### src/rtl/mem_pkg.sv
// rtl/mem_pkg.sv - shared size codes, FSM states and default depth for the memory access unit
package mem_pkg;

  typedef enum logic [1:0] {
    SZ_BYTE = 2'b00,
    SZ_HALF = 2'b01,
    SZ_WORD = 2'b10,
    SZ_RSVD = 2'b11
  } size_e;

  typedef enum logic [1:0] {
    ST_IDLE   = 2'b00,
    ST_MEM_RD = 2'b01,
    ST_MEM_WR = 2'b10,
    ST_RSP    = 2'b11
  } state_e;

  localparam int MEM_DEPTH = 128;

endpackage

### src/rtl/mem_lane_align.sv
// rtl/mem_lane_align.sv - little-endian lane merge for stores and lane extract/extend for loads
module mem_lane_align
  import mem_pkg::*;
(
  input  logic [31:0] old_word,
  input  logic [31:0] new_data,
  input  size_e       size,
  input  logic [1:0]  lane,
  input  logic        is_unsigned,
  output logic [31:0] merged,
  output logic [31:0] load_data
);

  logic [7:0]  byte_sel;
  logic [15:0] half_sel;

  always_comb begin
    byte_sel  = old_word[{lane, 3'b000} +: 8];
    half_sel  = old_word[{lane[1], 4'b0000} +: 16];
    merged    = new_data;
    load_data = old_word;
    case (size)
      SZ_BYTE: begin
        merged                       = old_word;
        merged[{lane, 3'b000} +: 8]  = new_data[7:0];
        load_data = is_unsigned ? {24'd0, byte_sel} : {{24{byte_sel[7]}}, byte_sel};
      end
      SZ_HALF: begin
        merged                          = old_word;
        merged[{lane[1], 4'b0000} +: 16] = new_data[15:0];
        load_data = is_unsigned ? {16'd0, half_sel} : {{16{half_sel[15]}}, half_sel};
      end
      default: begin
        merged    = new_data;
        load_data = old_word;
      end
    endcase
  end

endmodule

### src/rtl/mem_access_unit.sv
// rtl/mem_access_unit.sv - load/store sequencer with read-modify-write for sub-word stores
// Optional fault detection (misalignment, reserved size, out-of-range index) under MEM_ALIGN_CHECK_EN.
module mem_access_unit
  import mem_pkg::*;
#(
  parameter int DEPTH  = MEM_DEPTH,
  parameter int ADDR_W = 32
) (
  input  logic              clk,
  input  logic              rst_n,
  input  logic              ReqValid,
  output logic              ReqReady,
  input  logic              ReqWrite,
  input  logic [1:0]        ReqSize,
  input  logic              ReqUnsigned,
  input  logic [ADDR_W-1:0] ReqAddr,
  input  logic [31:0]       ReqWData,
  output logic              RspValid,
  output logic [31:0]       RspData,
  output logic              RspErr,
  output logic              MemRead,
  output logic              MemWrite,
  output logic [31:0]       Address,
  output logic [31:0]       WriteData,
  input  logic [31:0]       ReadData
);

  localparam int IDX_W = (DEPTH > 1) ? $clog2(DEPTH) : 1;
  localparam int LA_W  = IDX_W + 2;

  state_e          state_q, state_d;
  logic            write_q, write_d;
  size_e           size_q, size_d;
  logic            uns_q, uns_d;
  logic [LA_W-1:0] addr_q, addr_d;
  logic [31:0]     wdata_q, wdata_d;
  logic [31:0]     rdata_q, rdata_d;
  logic            err_q, err_d;

  size_e           req_size;
  logic            fault;
  logic [31:0]     merged;
  logic [31:0]     load_data;
  logic [ADDR_W-1:0] unused_addr;

  assign unused_addr = ReqAddr;

  always_comb begin
    req_size = size_e'(ReqSize);
`ifdef MEM_ALIGN_CHECK_EN
    fault = (req_size == SZ_RSVD)
         || (req_size == SZ_HALF && ReqAddr[0])
         || (req_size == SZ_WORD && ReqAddr[1:0] != 2'b00)
         || ((ReqAddr >> 2) >= ADDR_W'(DEPTH));
`else
    fault = 1'b0;
    if (req_size == SZ_RSVD) req_size = SZ_WORD;
`endif
  end

  mem_lane_align u_lane_align (
    .old_word    (rdata_q),
    .new_data    (wdata_q),
    .size        (size_q),
    .lane        (addr_q[1:0]),
    .is_unsigned (uns_q),
    .merged      (merged),
    .load_data   (load_data)
  );

  // Memory-side outputs decode only registered state so the combinational write port never sees glitches.
  always_comb begin
    state_d   = state_q;
    write_d   = write_q;
    size_d    = size_q;
    uns_d     = uns_q;
    addr_d    = addr_q;
    wdata_d   = wdata_q;
    rdata_d   = rdata_q;
    err_d     = err_q;
    ReqReady  = 1'b0;
    RspValid  = 1'b0;
    RspData   = 32'd0;
    RspErr    = 1'b0;
    MemRead   = 1'b0;
    MemWrite  = 1'b0;
    Address   = 32'd0;
    WriteData = 32'd0;
    case (state_q)
      ST_IDLE: begin
        ReqReady = 1'b1;
        if (ReqValid) begin
          write_d = ReqWrite;
          size_d  = req_size;
          uns_d   = ReqUnsigned;
          addr_d  = ReqAddr[LA_W-1:0];
          wdata_d = ReqWData;
          err_d   = fault;
          if (fault)                               state_d = ST_RSP;
          else if (ReqWrite && req_size == SZ_WORD) state_d = ST_MEM_WR;
          else                                     state_d = ST_MEM_RD;
        end
      end
      ST_MEM_RD: begin
        MemRead = 1'b1;
        Address = 32'(addr_q[LA_W-1:2]);
        rdata_d = ReadData;
        state_d = write_q ? ST_MEM_WR : ST_RSP;
      end
      ST_MEM_WR: begin
        MemWrite  = 1'b1;
        Address   = 32'(addr_q[LA_W-1:2]);
        WriteData = merged;
        state_d   = ST_RSP;
      end
      ST_RSP: begin
        RspValid = 1'b1;
        RspErr   = err_q;
        RspData  = (write_q || err_q) ? 32'd0 : load_data;
        state_d  = ST_IDLE;
      end
      default: state_d = ST_IDLE;
    endcase
  end

  always_ff @(posedge clk or negedge rst_n) begin
    if (!rst_n) begin
      state_q <= ST_IDLE;
      write_q <= 1'b0;
      size_q  <= SZ_BYTE;
      uns_q   <= 1'b0;
      addr_q  <= '0;
      wdata_q <= 32'd0;
      rdata_q <= 32'd0;
      err_q   <= 1'b0;
    end else begin
      state_q <= state_d;
      write_q <= write_d;
      size_q  <= size_d;
      uns_q   <= uns_d;
      addr_q  <= addr_d;
      wdata_q <= wdata_d;
      rdata_q <= rdata_d;
      err_q   <= err_d;
    end
  end

endmodule

### config.mk
export PLATFORM = sky130hd
export DESIGN_NAME = mem_access_unit
export DESIGN_NICKNAME = d
export VERILOG_FILES = /design/src/rtl/mem_pkg.sv /design/src/rtl/mem_lane_align.sv /design/src/rtl/mem_access_unit.sv
export SDC_FILE = /design/constraint.sdc
export NUM_CORES = 1
export LEC_CHECK = 0
export BUFFER_PORTS_ARGS = -buffer_cell sky130_fd_sc_hd__clkbuf_2
export CORE_ASPECT_RATIO = 0.75
export CORE_MARGIN = 3
export CORE_UTILIZATION = 51
export CTS_CLUSTER_DIAMETER = 80
export DETAILED_ROUTE_END_ITERATION = 10
export GPL_TIMING_DRIVEN = 0
export PLACE_DENSITY = 0.82
export REMOVE_ABC_BUFFERS = 1
export SETUP_SLACK_MARGIN = 0.2
export SKIP_LAST_GASP = 1
export SLEW_MARGIN = 5
export SYNTH_ARGS = -nofsm -noshare
export SYNTH_HDL_FRONTEND = slang
export SYNTH_HIERARCHICAL = 1
export SYNTH_SLANG_ARGS = --single-unit
export TNS_END_PERCENT = 10
### constraint.sdc
create_clock -name clk -period 5.5 [get_ports clk]
set_input_delay 0.275 -clock clk [delete_from_list [all_inputs] [get_ports clk]]
set_output_delay 0.275 -clock clk [all_outputs]
set_load 0.01 [all_outputs]
Word level (Yosys, flattened, before mapping)
Cells that the tools add are included.
{ "totals": {"input_bits": 103, "out_inout_bits": 101, "wordCells": 46, "ff_bits": 79} }
{ "classes": {"n_mux": 19, "reduce_logical": 5, "n_addsub": 2, "n_eq_ne": 7, "shift": 6} }
{ "ops": {"columns": ["cell", "count"], "rows": [
  ["two-way mux 32 bit", 5],
  ["case mux 32 bit (2 select lines)", 2],
  ["bitwise mux 32 bit", 2],
  ["variable shift 16 x 7 -> 32 bit (first input constant)", 1],
  ["variable shift 8 x 7 -> 32 bit (first input constant)", 1],
  ["variable part select 16 x 7 -> 32 bit", 1],
  ["variable part select 32 x 6 -> 16 bit", 1],
  ["variable part select 32 x 6 -> 8 bit", 1],
  ["variable part select 8 x 7 -> 32 bit", 1],
  ["negation 5 -> 7 bit", 2],
  ["equality test 2 bit (second input constant)", 4],
  ["case mux 2 bit (4 select lines)", 1],
  ["two-way mux 7 bit", 1],
  ["two-way mux 2 bit", 3],
  ["two-way mux 1 bit", 5],
  ["equality test 2 x 1 -> 1 bit (second input constant)", 2],
  ["zero test 2 bit", 2],
  ["!= test 2 bit (second input constant)", 1],
  ["AND reduction 2 bit", 1],
  ["OR reduction 2 bit", 1],
  ["logical AND 1 bit", 1]
]} }

Depth between registers and ports, before layout
Gate-level depths: netlist (run 1).
{ "depth": {"word_depth": 7, "depth_mapped": 9, "ltp_nobuf": 6} }

By module
The synthesis (run 1) kept the hierarchy.
{ "by_module_without_submodules": {"columns": ["module", "seq_area_each_um2", "area_each_um2", "n_inst", "cells_per_inst"], "rows": [
  ["mem_access_unit", 1976.9, 3838.7, 1, 285],
  ["mem_lane_align", 0.0, 1740.4, 1, 256]
]} }

Worst setup path after synthesis (run 1)
OpenSTA, ideal clock, no wires.
{ "synth_path": {"path_kind": "register -> output", "start": "reg addr_q[1]", "end": "out WriteData[24]", "path_buffers": 3, "path_slack_ps": 2745, "path_stages_with_launch": 10, "t_required_ps": 5225, "arrival_time_ps": 2480, "cell_sequence": "dfrtp_1 > buf_2 > clkinv_1 > ha_1 > or2_2 > clkbuf_1 > or4_4 > buf_6 > o221ai_2 > and2_1"} }
{ "synth_via": {"elab_chain_len": 5, "elab_cells_between_ends": 10, "cone_classes": "add/sub (2); shift (4); mux (4)"} }
{ "synth_lines": {"columns": ["item", "line_no", "source"], "rows": [
  ["from (decl)", "mem_access_unit.sv:35", "logic [LA_W-1:0] addr_q, addr_d;"],
  ["from (signal assigned)", "mem_access_unit.sv:141", "addr_q <= addr_d;"],
  ["negation 5 -> 7 bit (on tied branches)", "mem_lane_align.sv:30, mem_lane_align.sv:25", null],
  ["variable part select 16 x 7 -> 32 bit (tied with other cells)", "mem_lane_align.sv:30", "merged[{lane[1], 4'b0000} +: 16] = new_data[15:0];"],
  ["bitwise mux 32 bit (on tied branches)", "mem_lane_align.sv:30, mem_lane_align.sv:25", null],
  ["case mux 32 bit (2 select lines) *", "mem_lane_align.sv:22", "case (size)"],
  ["net merged[24]", "mem_access_unit.sv:42", "logic [31:0] merged;"],
  ["two-way mux 32 bit *", "mem_access_unit.sv:89", "case (state_q)"],
  ["to (decl)", "mem_access_unit.sv:24", "output logic [31:0] WriteData,"]
]} }
The timed path passes the listed nets; every way through them passes the cells marked *.

Worst setup path in the final report (run 1)
{ "layout_path": {"start": "reg size_q[0]", "end": "out WriteData[3]"} }
{ "layout_via": {"elab_chain_len": 3, "elab_cells_between_ends": 4, "cone_classes": "eq/ne (1); mux (2); reduce/logical (1)"} }
{ "layout_lines": {"columns": ["item", "line_no", "source"], "rows": [
  ["from (decl)", "mem_access_unit.sv:33", "size_e size_q, size_d;"],
  ["from (signal assigned)", "mem_access_unit.sv:139", "size_q <= size_d;"],
  ["equality test 2 x 1 -> 1 bit / zero test 2 bit (equally long branches)", "mem_lane_align.sv:22", null],
  ["case mux 32 bit (2 select lines) *", "mem_lane_align.sv:22", null],
  ["net merged[3]", "mem_access_unit.sv:42", null],
  ["two-way mux 32 bit *", "mem_access_unit.sv:89", null]
]} }
Marked as above.

==> results.txt, run 1 <==
Final critical-path required period = 4.16 ns
Power spent charging and discharging nets = 1.97 mW
Number of placement rows = 32
Hold WC Path Type = in2reg
Share of total power in combinational logic = 0.563
Number of antenna violations at the first check in global routing = 0
CTS tree = yes
Die boundary height = 96.6 um
Synth unique cells = 46
Leakage power = 3.22 nW
Data required time of the critical path = 5.22 ns
Portion of the post-synthesis area used by sequential elements = 0.354
Skew-Pair Late Insertion Delay = 0.34 ns
Crit. End Element = output port
RSZ-0062 raised after global routing = no
Total chip power = 4.48 mW
Die boundary width = 127 um
Highest clock frequency the design can meet = 0.240 GHz
Critical path class = reg2out
Post-synth design cell area = 0.00558 mm2
Ant. Diodes = 0
WL/cell = 19.2 um
Worst Path Arrival = 3.89 ns
Placed wire-length estimate = 11.2 mm
Number of DRC violations after detailed-routing iteration 0 = 441
Outcome = completed
Clock sink count = 79
Crit share post-route = 0.757
Largest net degree at the start of global routing = 58
Post-synthesis cell count = 541
Via-per-instance ratio = 5.85
Post-CTS Setup Repair Bufs = 0
Type of origin of the critical path = register
Hold violation count in the final report = 0
Clock Tree Buf Depth = 2
Slew margin rel. = 0.117
Flop and latch count out of synthesis = 79
Share of layout cells above drive strength 1 = 0.426
GRT Util Overall = 0.246
Skew final = 0.00371 ns
Async SR Flop Fraction = 1.00
Clock slew seen by the registers of the worst setup and hold paths = 0.06 ns
Syn avg cell area = 10.3 um2
Worst setup slack for register-to-register paths = 3.53 ns
Switching part of the total power = 0.439
Initial standard-cell utilization of the core = 0.532
Number of global-route vias before repair = 4,520
Cell chosen for the clock root = clkbuf_16
Total of buffers placed on input and output ports = 154
Fillers = 885
Number of I/O pins = 204
Global placer's final weighted congestion = 0.833
Remaining DRCs = 0
Pins over their slew limit = 0
Register share of total power = 0.301
Global-route wire length before repair = 23.3 mm
Post-synth EDFFs = 0
Total power density per cell area = 681 mW/mm2
Total number of vias = 4,737
Number of warning messages in the yosys log = 6
Flip-flop cell with the highest count after synthesis = dfrtp_1
H-tree Lvls = 3
Worst IR drop on VDD = 436 uV
Clock group share of total power = 0.136
Count of final setup violators = 0
TritonCTS Buffers = 9
Layout area overhead = 18.0%
Max cap viols = 0
Worst Tran Pin Value = 1.29 ns
Setup TNS Final = 0 ns
Core Box Area = 0.0105 mm2
Aggregate global routing overflow = 0
Antenna viol nets, final = 0
Post-CTS Resized = 0
Worst-path fanout max = 37
Total wire length after detailed routing = 15.5 mm
Internal cell power = 2.51 mW
Die Area = 0.0122 mm2
Number of iterations in the first detailed-routing pass = 6
Layout net count = 781
-- Yosys cell counts, types with 3 or more instances --
cell | n | area (um2)
buf_1 | 3 | 11.3
nand2_1 | 35 | 131
buf_4 | 27 | 203
ha_1 | 9 | 113
a21oi_1 | 15 | 75.1
nor3b_1 | 7 | 52.6
a22oi_1 | 12 | 90.1
mux2_4 | 38 | 571
a22o_1 | 8 | 70.1
a221o_1 | 14 | 140
or2_2 | 4 | 25.0
o221ai_2 | 8 | 120
buf_2 | 9 | 45.0
o21ai_0 | 22 | 110
o221ai_1 | 5 | 43.8
dfrtp_1 | 79 | 1980
clkbuf_1 | 20 | 75.1
a221oi_1 | 4 | 35.0
a31oi_1 | 6 | 37.5
mux2i_1 | 8 | 80.1
and2_1 | 71 | 444
buf_6 | 6 | 67.6
nor4_1 | 8 | 50.1
inv_1 | 15 | 56.3
nor2b_1 | 12 | 75.1
nand3_1 | 5 | 25.0
nor2_1 | 12 | 45.0
mux2_2 | 57 | 642
-- power groups by stage --
| stage | registers (mW) | logic (mW) | clock network (mW) |
|---|---|---|---|
| finish | 1.35 | 2.52 | 0.609 |
| global route | 1.40 | 2.72 | 0.645 |
| CTS | 1.33 | 2.50 | 0.619 |
| detailed placement | 1.34 | 2.48 | 0 |
| global placement | 1.37 | 2.35 | 0 |
| floorplan | 1.20 | 1.82 | 0 |
-- placed cells by master, fill, tap and decap left out, types with 11 or more instances in the layout --
cell,count
inv_1,15
mux2_2,57
a221o_1,14
nor2b_1,11
a22oi_1,12
dfrtp_1,77
mux2_4,38
o21ai_0,22
a21oi_1,15
clkbuf_2,153
and2_1,71
nand2_1,35
nor2_1,12
conb_1,26
-- repair_timing --
item | in CTS | in global routing
setup endpoints to repair | 0 | 0
endpoints found under the hold margin | 36 | 0
hold buffers | 1 | 0
-- cell families (layout without fill, tap and decap cells) --
group / Yosys count / count (layout) / share of synthesized area
AO/OA/AOI/OAI: 106 / 106 / 0.146
adder cells (fa/ha/maj): 9 / 9 / 0.0202
buffers and inverters: 82 / 190 / 0.0834
flip-flops: 79 / 79 / 0.354
multiplexers: 103 / 103 / 0.232
other: 1 / 26 / 0.000672
AND/OR/NAND/NOR: 161 / 161 / 0.163
-- area by class of cell --
| type | instances | area, um2 | share of cell area |
|---|---|---|---|
| clock inverters | 7 | 80.1 | 0.0122 |
| well taps | 136 | 170 | 0.0258 |
| inverters | 17 | 63.8 | 0.00969 |
| repair buffers | 157 | 823 | 0.125 |
| clock buffers | 9 | 225 | 0.0342 |
| flip-flops and latches | 79 | 1980 | 0.301 |
| multi-input cells | 405 | 3240 | 0.492 |
-- flip-flops by register name (all words and copies together) (netlist names) --
signal,count
rdata_q,32
wdata_q,32
addr_q,9
size_q,2
state_q,2
uns_q,1
write_q,1
-- metrics by stage --
| stage | hold WS [ns] | setup slack [ns] | instances | util | cell area [um2] |
|---|---|---|---|---|---|
| after floorplan | -0.0206 | 2.06 | 501 | - | 5270 |
| after global placement | 0.487 | 0.995 | 791 | 0.592 | 6210 |
| after detailed placement | 0.313 | 0.955 | 793 | 0.597 | 6260 |
| after CTS | 0.151 | 0.557 | 810 | 0.627 | 6580 |
| after global routing | 0.147 | 1.20 | 810 | 0.628 | 6580 |
| final | 0.161 | 1.34 | 810 | 0.628 | 6580 |
-- layer usage --
| metal | GRT usage | wire (um) | vias to the layer above |
|---|---|---|---|
| met1 | 0.318 | 6440 | 2269 |
| met4 | 0.0813 | 322 | 0 |
| met5 | 0 | 0 | - |
| met2 | 0.400 | 7160 | 290 |
| li1 | - | - | 2139 |
| met3 | 0.0720 | 1590 | 39 |
-- final timing paths --
| path | startpoint | cells past startpoint | endpoint |
|---|---|---|---|
| worst max-delay path | size_q[0] | 5 | WriteData[3] |
| worst min-delay path | ReqWData[19] | 2 | wdata_q[19] |
| worst max register to register | state_q[0] | 4 | wdata_q[26] |
| worst min register to register | addr_q[8] | 1 | addr_q[8] |
| max in group asynchronous | rst_n | 3 | addr_q[1] |
| min in group asynchronous | rst_n | 2 | rdata_q[31] |
-- worst max-delay path, cell delays in order, from the launching register on --
cell	delay, ns
dfrtp_1	1.19
clkinv_1	0.64
a211oi_1	1.10
a22o_1	0.30
and2_1	0.15
clkbuf_2	0.14
No activity file was read; power rests on OpenSTA's default activity.
==> run 2: changes to the inputs <==
==> constraint.sdc (replaced) <==
create_clock -name clk -period 4 [get_ports clk]
set_input_delay 0.2 -clock clk [delete_from_list [all_inputs] [get_ports clk]]
set_output_delay 0.2 -clock clk [all_outputs]
set_load 0.01 [all_outputs]
==> run 2 against run 1 <==
Die area unchanged. Sequential power grew 39%. Clock skew grew 0.00073 ns. Critical path type unchanged. Routed wire length increased by 0.28%. Utilization up 0.12 points.
==> results.txt, run 2 (synthesis results as in run 1) <==
Critical path launch point = addr_q[1] (was size_q[0])
Aggregate global routing overflow = 0 (unchanged)
Clock Tree Buf Depth = 2 (unchanged)
Total wire length after detailed routing = 15.6 mm (was 15.5 mm)
Remaining DRCs = 0 (unchanged)
Total of buffers placed on input and output ports = 154 (unchanged)
CP max-delay cell = a211oi_1 (was dfrtp_1)
Reg2reg path depth = 4 (unchanged)
Worst Path Arrival = 3.49 ns (was 3.89 ns)
Crit share post-route = 0.922
Final critical-path required period = 3.69 ns
H-tree Lvls = 3 (unchanged)
Endpoint of the most critical register-to-register path = wdata_q[26] (unchanged)
Cell chosen for the clock root = clkbuf_16 (unchanged)
Setup TNS Final = 0 ns (unchanged)
GRT Util Overall = 0.246 (about the same)
Placed cell count = 793 (unchanged)
Final Non-Filler Cells = 810 (unchanged)
Critical path class = reg2out (unchanged)
Crit Reg-Reg Startpoint = state_q[0] (unchanged)
Skew-Pair Late Insertion Delay = 0.34 ns (about the same)
Number of global-route vias before repair = 4,526 (was 4,520)
Worst setup slack for register-to-register paths = 2.03 ns (was 3.53 ns)
Max cap viols = 0 (unchanged)
Via-per-instance ratio = 5.81 (was 5.85)
Global placer's final weighted congestion = 0.833 (unchanged)
TritonCTS Buffers = 9 (unchanged)
Clock sink count = 79 (unchanged)
Initial standard-cell utilization of the core = 0.532 (unchanged)
WL/cell = 19.2 um (about the same)
Core Box Area = 0.0105 mm2 (unchanged)
Most frequent standard cell in the layout excluding fill and tap cells = clkbuf_2 (unchanged)
Layout area overhead = 18.2% (was 18.0%)
Largest regs = rdata_q: 32 flops, wdata_q: 32 flops, addr_q: 9 flops (unchanged)
Cell Chain, Critical Path = clkinv_1, ha_1, a211oi_1, a22o_1, and2_1, clkbuf_2 (was clkinv_1, a211oi_1, a22o_1, and2_1, clkbuf_2)
Type of origin of the critical path = register (unchanged)
Worst IR drop on VDD = 599 uV (was 436 uV)
Worst Tran Pin Value = 1.29 ns (about the same)
Share of layout cells above drive strength 1 = 0.427 (was 0.426)
Number of iterations in the first detailed-routing pass = 6 (unchanged)
Placed wire-length estimate = 11.2 mm (unchanged)
Number of I/O pins = 204 (unchanged)
Worst-path fanout max = 34 (was 37)
Die boundary width = 127 um (unchanged)
Antenna viol nets, final = 0 (unchanged)
Skew final = 0.00444 ns (was 0.00371 ns)
Total power density per cell area = 937 mW/mm2 (was 681 mW/mm2)
Setup crit end = WriteData[3] (unchanged)
Die Area = 0.0122 mm2 (unchanged)
Largest net degree at the start of global routing = 58 (unchanged)
Total chip power = 6.18 mW (was 4.48 mW)
RSZ-0062 raised after global routing = no (unchanged)
Layout net count = 781 (unchanged)
Commonest non-fill, non-tap cells in the layout = 153 x clkbuf_2, 76 x dfrtp_1, 71 x and2_1 (was 153 x clkbuf_2, 77 x dfrtp_1, 71 x and2_1)
Hold violation count in the final report = 0 (unchanged)
Highest clock frequency the design can meet = 0.271 GHz
Die boundary height = 96.6 um (unchanged)
Largest incremental delay on the critical path = 1.02 ns (was 1.19 ns)
Ant. Diodes = 0 (unchanged)
CTS tree = yes (unchanged)
Hold WC Path Type = in2reg (unchanged)
Global-route wire length before repair = 23.3 mm (about the same)
Count of final setup violators = 0 (unchanged)
Total number of vias = 4,709 (was 4,737)
Number of DRC violations after detailed-routing iteration 0 = 433 (was 441)
Outcome = completed (unchanged)
Crit. End Element = output port (unchanged)
Slew margin rel. = 0.118 (was 0.117)
Data required time of the critical path = 3.80 ns (was 5.22 ns)
Number of antenna violations at the first check in global routing = 0 (unchanged)
Pins over their slew limit = 0 (unchanged)
Number of placement rows = 32 (unchanged)
Clock slew seen by the registers of the worst setup and hold paths = 0.06 ns (about the same)
Leakage power = 3.22 nW (about the same)
## run 2: cell counts in the layout (fill, tap and decap cells not counted)
No cell type changed its count.
## run 2: report_power, final
| part | internal (mW) | switching [mW] |
|---|---|---|
| registers | 1.22 | 0.652 |
| logic | 1.76 | 1.72 |
| clock network | 0.491 | 0.347 |
## run 2: per-stage QoR
| stage | setup slack, ns | hold slack [ns] | cell area [um2] | util |
|---|---|---|---|---|
| 2_1_floorplan | 0.638 | -0.0956 | 5270 | - |
| 3_3_place_gp | -0.430 | 0.433 | 6210 | 0.592 |
| 3_5_place_dp | -0.470 | 0.238 | 6260 | 0.597 |
| 4_1_cts | 0.404 | 0.0764 | 6590 | 0.628 |
| 5_1_grt | 0.223 | 0.0715 | 6600 | 0.629 |
| 6_report | 0.312 | 0.0853 | 6600 | 0.629 |
## run 2: repair_timing
action                                  4_1_cts  5_1_grt
hold buffers                                  1        0
buffers inserted                              0        0
endpoints found under the hold margin        36        0
endpoints found under the setup margin       39        2
gates resized for setup                       4        1
## run 2: layout make-up
cell class / count / area, um2
fill: 883 / 3890
multi-input combinational: 405 / 3250
tap: 136 / 170
timing repair buffer: 157 / 823
inverter: 17 / 63.8
clock inverter: 7 / 80.1
clock buffer: 9 / 225
sequential: 79 / 1980
## run 2: worst min path at each step
stage / slack, ns / startpoint / cells past startpoint / to
floorplan: -0.1 / rst_n / 0 / addr_q[0]
global placement: 0.43 / ReqAddr[2] / 2 / addr_q[2]
detailed placement: 0.24 / rst_n / 1 / rdata_q[31]
CTS: 0.08 / ReqWData[21] / 2 / wdata_q[21]
global route: 0.07 / ReqAddr[2] / 2 / addr_q[2]
finish: 0.09 / ReqWData[19] / 2 / wdata_q[19]
## run 2: worst max-delay path, delay by kind of cell, from the launching register on
kind                       cells  cell delay [ns]
AOI/OAI and AO/OA              2             1.32
DFF                            1             0.72
buffers and inverters          2             0.57
adders and majority gates      1             0.36
and+or+nand+nor                1             0.15
## run 2: per-layer routing
| layer | wire length (um) | GRT usage | vias to the layer above |
|---|---|---|---|
| met4 | 260 | 0.0813 | 0 |
| met5 | 0 | 0 | - |
| li1 | - | - | 2136 |
| met2 | 7220 | 0.401 | 244 |
| met1 | 6630 | 0.318 | 2301 |
| met3 | 1450 | 0.0720 | 28 |
==> run 3: changes to the inputs <==
--- a/config.mk
+++ b/config.mk
@@ -5,18 +5,18 @@
 export SDC_FILE = /design/constraint.sdc
 export NUM_CORES = 1
 export LEC_CHECK = 0
-export BUFFER_PORTS_ARGS = -buffer_cell sky130_fd_sc_hd__clkbuf_2
 export CORE_ASPECT_RATIO = 0.75
 export CORE_MARGIN = 3
 export CORE_UTILIZATION = 51
 export CTS_CLUSTER_DIAMETER = 80
 export DETAILED_ROUTE_END_ITERATION = 10
+export DONT_BUFFER_PORTS = 1
 export GPL_TIMING_DRIVEN = 0
-export PLACE_DENSITY = 0.82
+export PLACE_DENSITY = 0.66
 export REMOVE_ABC_BUFFERS = 1
 export SETUP_SLACK_MARGIN = 0.2
 export SKIP_LAST_GASP = 1
-export SLEW_MARGIN = 5
+export SLEW_MARGIN = 20
 export SYNTH_ARGS = -nofsm -noshare
 export SYNTH_HDL_FRONTEND = slang
 export SYNTH_HIERARCHICAL = 1
==> run 3 against run 2 <==
Combinational power shrank 8.4%. Die area is the same. Hold slack worse by 0.078 ns. Sequential share of layout area increased by 2.1 points. Largest cell class unchanged. Highest routed layer is now met5.
==> results.txt, run 3 (synthesis results as in run 1) <==
Outcome = completed (unchanged)
GRT Util Overall = 0.246 (about the same)
Critical path class = reg2out (unchanged)
Number of I/O pins = 204 (unchanged)
Worst Path Arrival = 3.47 ns (was 3.49 ns)
Total of buffers placed on input and output ports = 0 (was 154)
Most frequent standard cell in the layout excluding fill and tap cells = dfrtp_1 (was clkbuf_2)
Aggregate global routing overflow = 0 (unchanged)
Number of DRC violations after detailed-routing iteration 0 = 328 (was 433)
Antenna viol nets, final = 0 (unchanged)
Setup TNS Final = 0 ns (unchanged)
Pins over their slew limit = 0 (unchanged)
Die Area = 0.0122 mm2 (unchanged)
Layout area overhead = 10.7% (was 18.2%)
Worst-path fanout max = 34 (unchanged)
Data required time of the critical path = 3.80 ns (about the same)
Hold WC Path Type = in2reg (unchanged)
Fin area = 0.00618 mm2 (was 0.00660 mm2)
Largest regs = rdata_q: 32 flops, wdata_q: 32 flops, addr_q: 9 flops (unchanged)
Cell depth of the worst min-delay path = 1 (was 2)
Layout net count = 660 (was 781)
Total number of vias = 4,212 (was 4,709)
Global placer's final weighted congestion = 0.871 (was 0.833)
Number of antenna violations at the first check in global routing = 3 (was 0)
Max cap viols = 0 (unchanged)
Clock Tree Buf Depth = 2 (unchanged)
TritonCTS Buffers = 9 (unchanged)
Reg2reg path depth = 4 (unchanged)
Highest clock frequency the design can meet = 0.273 GHz (was 0.271 GHz)
WL/cell = 22.4 um (was 19.2 um)
Core Box Area = 0.0105 mm2 (unchanged)
Remaining DRCs = 0 (unchanged)
Cell chosen for the clock root = clkbuf_16 (unchanged)
Clock sink count = 79 (unchanged)
Slew margin rel. = 0.350 (was 0.118)
Global-route wire length before repair = 23.1 mm (was 23.3 mm)
CTS tree = yes (unchanged)
Count of final setup violators = 0 (unchanged)
Critical path depth in cells = 7 (was 6)
Area taken by multi-input logic gates = 0.00326 mm2 (was 0.00325 mm2)
Initial standard-cell utilization of the core = 0.532 (unchanged)
Largest net degree at the start of global routing = 80 (was 58)
Hold violation count in the final report = 0 (unchanged)
Worst Tran Pin Value = 0.957 ns (was 1.29 ns)
Type of origin of the critical path = register (unchanged)
Total power density per cell area = 965 mW/mm2 (was 937 mW/mm2)
Fillers = 900 (was 883)
CP max-delay cell = dfrtp_4 (was a211oi_1)
H-tree Lvls = 3 (unchanged)
Largest incremental delay on the critical path = 0.76 ns (was 1.02 ns)
Post-CTS Setup Repair Bufs = 0 (unchanged)
Share of layout cells above drive strength 1 = 0.253 (was 0.427)
Total wire length after detailed routing = 15.5 mm (was 15.6 mm)
Skew-Pair Late Insertion Delay = 0.34 ns (about the same)
Fraction of the core area covered by cells at the end of the flow = 0.589 (was 0.629)
Commonest non-fill, non-tap cells in the layout = 76 x dfrtp_1, 71 x and2_1, 57 x mux2_2 (was 153 x clkbuf_2, 76 x dfrtp_1, 71 x and2_1)
Number of iterations in the first detailed-routing pass = 5 (was 6)
Final critical-path required period = 3.67 ns (was 3.69 ns)
Worst IR drop on VDD = 402 uV (was 599 uV)
Via-per-instance ratio = 6.10 (was 5.81)
Area used by sequential logic in the layout = 0.00199 mm2 (was 0.00198 mm2)
Post-DP Area = 0.00551 mm2 (was 0.00626 mm2)
Placed wire-length estimate = 10.7 mm (was 11.2 mm)
Clock slew seen by the registers of the worst setup and hold paths = 0.06 ns (about the same)
Worst path buffer plus inverter count = 2 (unchanged)
Skew final = 0.00312 ns (was 0.00444 ns)
Number of placement rows = 32 (unchanged)
Worst hold-check slack = 0.00774 ns (was 0.0853 ns)
Leakage power = 2.70 nW (was 3.22 nW)
Cell Chain, Critical Path = clkinv_1, ha_1, nor4bb_2, buf_2, nand3_1, a32oi_1, and2_1 (was clkinv_1, ha_1, a211oi_1, a22o_1, and2_1, clkbuf_2)
Critical path's top delay family = simple AND/OR/NAND/NOR gates (was compound AO/OA/AOI/OAI gates)
Number of global-route vias before repair = 3,968 (was 4,526)
Die boundary height = 96.6 um (unchanged)
Crit. End Element = output port (unchanged)
Crit share post-route = 0.916 (was 0.922)
Die boundary width = 127 um (unchanged)
RSZ-0062 raised after global routing = no (unchanged)
## run 3: changes by cell type in the layout (fill, tap and decap cells not counted), moves of 2 or more
cell           before  now
clkbuf_2          153    0
dlygate4sd3_1       1   32
a211oi_1            2    0
a211oi_2            0    2
buf_12              2    0
buf_16              0    2
## run 3: final timing paths
kind	from	to	slack (ns)
worst max-delay path	addr_q[1]	WriteData[18]	0.33
worst min-delay path	ReadData[10]	rdata_q[10]	0.008
worst max register to register	state_q[0]	wdata_q[24]	1.97
worst min register to register	addr_q[3]	addr_q[3]	0.50
max in group asynchronous	rst_n	addr_q[1]	3.22
min in group asynchronous	rst_n	wdata_q[15]	0.40
## run 3: report_power, final
group / switching, mW / leakage [nW] / internal (mW)
clock network: 0.346 / 0.153 / 0.504
logic: 1.59 / 1.62 / 1.59
registers: 0.711 / 0.926 / 1.22
## run 3: repair_timing
item,4_1_cts,5_1_grt
endpoints found under the hold margin,104,6
gates resized for setup,1,0
hold buffers,27,6
endpoints found under the setup margin,1,0
## run 3: layout make-up
cell class,count,share of cell area
repair buffers,36,0.0634
multi-input cells,405,0.527
diodes,1,0.000405
well taps,136,0.0275
flip-flops and latches,79,0.321
clock inverters,6,0.0107
inverters,17,0.0103
clock buffers,10,0.0387
## run 3: worst reg2reg max path: stages, from the launching register on
cell     delay, ns
dfrtp_1       0.40
inv_1         0.09
ha_1          0.32
nand2_4       0.68
mux2_2        0.43
## run 3: metrics by stage
| stage | std cells | power, mW | worst slack [ns] |
|---|---|---|---|
| after floorplan | 501 | 4.14 | 0.638 |
| after global placement | 637 | 4.87 | -0.669 |
| after detailed placement | 640 | 5.02 | 0.533 |
| after CTS | 683 | 5.92 | 0.437 |
| after global routing | 690 | 6.36 | 0.234 |
| final | 690 | 5.96 | 0.334 |
## run 3: routing by layer
metal,part of all wire,track usage
met4,0.015,0.0634
met3,0.088,0.0720
met1,0.43,0.344
met5,0.0014,0
met2,0.46,0.375
